===== src/rtl/iob_axis2fifo_arbiter.sv =====
// Frame-granular round-robin arbiter: N_IN AXI-Stream sources share one FIFO
// write port. A grant is held from the first beat of a frame to its tlast
// beat, and each completed frame reports its source, length and overflow.
`timescale 1ns/1ps
module iob_axis2fifo_arbiter #(
  parameter  int N_IN   = 2,
  parameter  int DATA_W = 32,
  parameter  int LEN_W  = 16,
  localparam int SRC_W  = (N_IN > 1) ? $clog2(N_IN) : 1
) (
  input  logic                   clk_i,
  input  logic                   cke_i,
  input  logic                   arst_n_i,
  input  logic                   rst_i,
  input  logic                   en_i,
  input  logic [N_IN*DATA_W-1:0] axis_tdata_i,
  input  logic [N_IN-1:0]        axis_tvalid_i,
  input  logic [N_IN-1:0]        axis_tlast_i,
  output logic [N_IN-1:0]        axis_tready_o,
  input  logic                   fifo_full_i,
  output logic [DATA_W-1:0]      fifo_wdata_o,
  output logic                   fifo_write_o,
  output logic [N_IN-1:0]        grant_o,
  output logic                   busy_o,
  output logic                   frame_done_o,
  output logic [SRC_W-1:0]       frame_src_o,
  output logic [LEN_W-1:0]       frame_len_o,
  output logic                   frame_ovf_o
);

  typedef enum logic [1:0] {S_IDLE, S_ARB, S_XFER, S_DONE} state_t;

  state_t            r_state;
  logic [N_IN-1:0]   r_grant;
  logic [SRC_W-1:0]  r_gidx;
  logic [SRC_W-1:0]  r_ptr;
  logic [LEN_W-1:0]  r_count;
  logic              r_ovf;
  logic [SRC_W-1:0]  r_src;
  logic [LEN_W-1:0]  r_len;
  logic              r_fovf;

  logic              w_sel_any;
  logic [SRC_W-1:0]  w_sel_idx;
  logic              w_ready;
  logic              w_valid;
  logic              w_last;
  logic              w_beat;
  logic [DATA_W-1:0] w_gdata;
  logic [LEN_W:0]    w_inc;

  // Saturating beat counter increment; MSB flags that a beat was lost to saturation.
  function automatic logic [LEN_W:0] sat_inc(input logic [LEN_W-1:0] c);
    if (&c) return {1'b1, c};
    else    return {1'b0, c + LEN_W'(1)};
  endfunction

  // Round-robin search: first valid source after the last-served pointer.
  always_comb begin
    w_sel_any = 1'b0;
    w_sel_idx = '0;
    for (int i = 1; i <= N_IN; i++) begin
      if (!w_sel_any && axis_tvalid_i[(int'(r_ptr) + i) % N_IN]) begin
        w_sel_any = 1'b1;
        w_sel_idx = SRC_W'((int'(r_ptr) + i) % N_IN);
      end
    end
  end

  // AND-OR mux of the granted source's tdata (grant is one-hot).
  always_comb begin
    w_gdata = '0;
    for (int k = 0; k < N_IN; k++) begin
      if (r_grant[k]) w_gdata = w_gdata | axis_tdata_i[k*DATA_W +: DATA_W];
    end
  end

  // tready is also gated by cke_i and rst_i so no beat is handshaked in a
  // cycle where the state cannot record it.
  assign w_ready       = (r_state == S_XFER) & en_i & ~fifo_full_i & cke_i & ~rst_i;
  assign w_valid       = |(axis_tvalid_i & r_grant);
  assign w_last        = |(axis_tlast_i & r_grant);
  assign w_beat        = w_ready & w_valid;
  assign w_inc         = sat_inc(r_count);

  assign axis_tready_o = r_grant & {N_IN{w_ready}};
  assign fifo_write_o  = w_beat;
  assign fifo_wdata_o  = w_beat ? w_gdata : '0;
  assign grant_o       = r_grant;
  assign busy_o        = (r_state == S_XFER) | (r_state == S_DONE);
  assign frame_done_o  = (r_state == S_DONE);
  assign frame_src_o   = r_src;
  assign frame_len_o   = r_len;
  assign frame_ovf_o   = r_fovf;

  // Arbiter FSM with registered grant, counter and frame report.
  always_ff @(posedge clk_i or negedge arst_n_i) begin
    if (!arst_n_i) begin
      r_state <= S_IDLE;
      r_grant <= '0;
      r_gidx  <= '0;
      r_ptr   <= SRC_W'(N_IN - 1);
      r_count <= '0;
      r_ovf   <= 1'b0;
      r_src   <= '0;
      r_len   <= '0;
      r_fovf  <= 1'b0;
    end else if (cke_i) begin
      if (rst_i) begin
        r_state <= S_IDLE;
        r_grant <= '0;
        r_gidx  <= '0;
        r_ptr   <= SRC_W'(N_IN - 1);
        r_count <= '0;
        r_ovf   <= 1'b0;
        r_src   <= '0;
        r_len   <= '0;
        r_fovf  <= 1'b0;
      end else begin
        case (r_state)
          S_IDLE: begin
            if (en_i) r_state <= S_ARB;
          end
          S_ARB: begin
            if (!en_i) begin
              r_state <= S_IDLE;
            end else if (w_sel_any) begin
              r_grant <= N_IN'(1) << w_sel_idx;
              r_gidx  <= w_sel_idx;
              r_state <= S_XFER;
            end
          end
          S_XFER: begin
            if (w_beat) begin
              r_count <= w_inc[LEN_W-1:0];
              r_ovf   <= r_ovf | w_inc[LEN_W];
              // Report is loaded with the tlast beat so it is valid during DONE.
              if (w_last) begin
                r_src   <= r_gidx;
                r_len   <= w_inc[LEN_W-1:0];
                r_fovf  <= r_ovf | w_inc[LEN_W];
                r_state <= S_DONE;
              end
            end
          end
          S_DONE: begin
            r_ptr   <= r_gidx;
            r_count <= '0;
            r_ovf   <= 1'b0;
            r_grant <= '0;
            r_state <= en_i ? S_ARB : S_IDLE;
          end
          default: r_state <= S_IDLE;
        endcase
      end
    end
  end

endmodule


===== config.mk =====
export PLATFORM = sky130hd
export DESIGN_NAME = iob_axis2fifo_arbiter
export DESIGN_NICKNAME = d
export VERILOG_FILES = /design/src/rtl/iob_axis2fifo_arbiter.sv
export SDC_FILE = /design/constraint.sdc
export NUM_CORES = 1
export LEC_CHECK = 0
export CORE_MARGIN = 2
export CORE_UTILIZATION = 30
export CTS_CLUSTER_DIAMETER = 150
export DETAILED_ROUTE_END_ITERATION = 6
export PLACE_DENSITY_LB_ADDON = 0.12
export SKIP_CTS_REPAIR_TIMING = 1
export SLEW_MARGIN = 15
export SYNTH_ARGS = -nofsm -noshare
export SYNTH_HDL_FRONTEND = slang
export SYNTH_SLANG_ARGS = --single-unit

===== constraint.sdc =====
create_clock -name clk_i -period 2.3 [get_ports clk_i]
set_input_delay 0.46 -clock clk_i [delete_from_list [all_inputs] [get_ports clk_i]]
set_output_delay 0.46 -clock clk_i [all_outputs]
set_load 0.1 [all_outputs]

==> flow_metrics.tcl <==
set metrics [dict create \
    setup_viol 0 \
    synth.avg_cell_area_um2 8.40 \
    worst-setup-path-type "register to primary output" \
    final-max-slew-violation-count 0 \
    drt_wl_total_um 10300 \
    cts_tree "done" \
    dr.first_iter.drc_count 133 \
    hold_slack_ns 0.0865 \
    ios 131 \
    port_buffers 130 \
    yosysUniqueCellTypes 52 \
    die_w_um 100 \
    cellPowerDensity_nw_per_um2 341 \
    drtPass1Iterations 4 \
    wire_per_inst_um 17.6 \
    fin_worst_skew_ns 0.00585 \
    drive_gt1_frac 0.326 \
    yosysTopAreaCellShare 0.362 \
    synth_cells 329 \
    grt_max_degree 37 \
    peakVddDrop_mv 0.412 \
    nets 549 \
    rsz0062_at_grt "false" \
    leakage_uw 0.00206 \
    ys_warn_count 0 \
    area_growth_pct 84.8 \
    cp_data_required_time_ns 1.84 \
    syn_area_um2 2770 \
    post-route-min-period_ns 2.22 \
    holdCritPathClass "primary input to asynchronous set/reset pin" \
    syn_nets 404 \
    synth-edff-count 0 \
    fin_total_pwr_uw 1740 \
    synth_area_leaders "dfrtp_1 36%, a22oi_1 8.7%, nor2_1 7.6%" \
    cp-start-kind "register" \
    insertion_delay_ns 0.30 \
    cap_violations 0 \
    worstRegToRegCells 8 \
    final-hold-violation-count 0 \
    place_ws_ns -0.0530 \
    clock_sinks 41 \
    path_max_fanout 6 \
    grt_pass1_vias 2966 \
    synth_flop_cell "dfrtp_1" \
    async_flop_share 1.00 \
    antenna_found_initial 0 \
    layout_setup_ws_ns 0.0809 \
    dieArea_um2 10000 \
    slew-limit-headroom 0.681 \
    drtAntennaViolNets 0 \
    hpwl_um 7870 \
    most-common-layout-cells "66 x clkdlybuf4s50_1, 44 x buf_12, 44 x buf_4, 38 x dfrtp_1, 33 x nand2_1" \
    synth.largest_area_cell "dfrtp_1" \
    max_slew.worst_pin.slew_ns 0.473 \
    rows 35 \
    coreArea_um2 9110 \
    synth-seq-area-share 0.371 \
    status "complete, no violations" \
    cts_buffers 5 \
    clockBufferDepth 2 \
    routed_via_density 5.29 \
    initial_core_util 0.304 \
    cp_data_arrival_time_ns 1.76 \
    grt_use_total 0.201 \
    via_count 3098 \
    root_buffer "clkbuf_8" \
    period_share 0.965 \
    globalplace.congestion 0.896 \
    die_h_um 100 \
    htree_levels 2 \
    synth_seq_cells 41 \
    fin_cells 586 \
    overflow 0 \
    clk_pin_slew_ns 0.08 \
    n_antenna_cell 0 \
    dpl.cell_count 573 \
    fmax_ghz 0.451 \
    drc_errors 0 \
    grt_pass1_wl_um 16000 \
    final_common_cell "clkdlybuf4s50_1" \
    end_kind "primary output" \
]
## worst max-delay path, stage by stage (launching register included)
cell	delay, ns
dfrtp_4	0.54
a22o_4	0.28
nand4_4	0.19
clkbuf_16	0.22
nor2_4	0.05
buf_12	0.17
## power by group
| group | leakage (µW) | total [µW] | switching, µW | internal, µW |
|---|---|---|---|---|
| clock | 0.0000450 | 465 | 254 | 211 |
| sequential | 0.000561 | 756 | 19.1 | 737 |
| combinational | 0.00145 | 520 | 284 | 237 |
| total | 0.00206 | 1740 | 557 | 1180 |
## worst paths after layout
check	startpoint	end	slack [ns]
worst max-delay path	grant_o[0]	fifo_wdata_o[22]	0.08
worst min-delay path	arst_n_i	r_gidx	0.09
worst max register to register	grant_o[0]	frame_len_o[11]	0.36
worst min register to register	frame_len_o[7]	frame_len_o[7]	0.49
max in group asynchronous	arst_n_i	r_count[9]	1.74
min in group clk_i	frame_len_o[7]	frame_len_o[7]	0.49
## through the flow
| step | instance area (µm²) | setup TNS, ns | util |
|---|---|---|---|
| after floorplan | 3080 | -0.771 | - |
| after global placement | 4920 | -0.577 | 0.540 |
| after detailed placement | 4920 | -1.17 | 0.540 |
| after CTS | 5000 | -1.45 | 0.549 |
| after global routing | 5110 | 0 | 0.561 |
| final | 5110 | 0 | 0.561 |
## layer usage
layer,wire [µm],track usage
met3,756,0.0397
met1,4270,0.259
met5,0,0
met2,5160,0.348
met4,144,0.0506
## registers in the layout, indices dropped and copies added, names as in the netlist
name,count
frame_len_o,16
r_count,16
grant_o,2
r_state,2
frame_ovf_o,1
frame_src_o,1
r_gidx,1
r_ovf,1
r_ptr,1
## synth_stat cells (all sizes together), types with 3 or more instances
master   n
buf     18
a21oi   14
o21ai   25
and4     4
and2     4
o31ai   12
dfrtp   40
a31oi    8
a21o     6
inv      4
and3     5
nand4    7
a22o     5
o21a     3
clkbuf   8
nand2   34
xnor2    5
nand3    9
nor2    56
mux2i    3
a22oi   32
nand2b   3
## logic make-up after synthesis
family	after synthesis	share of synthesized area
and+or+nand+nor	134	0.242
AOI/OAI and AO/OA	113	0.289
DFF	41	0.371
buffers and inverters	30	0.0606
xor gates and xnor gates	7	0.0222
muxes	3	0.0109
adders and majority gates	1	0.00452
## cell type report
type                            instances  area [µm²]
Clock buffer                            6        72.6
Inverter                                4        17.5
Timing Repair Buffer                  164        2010
Clock inverter                          2        10.0
Tap cell                              111         139
Sequential cell                        41        1030
Fill cell                             809        4000
Multi-Input combinational cell        258        1820
Note: power is estimated with default switching activity, not from simulation.
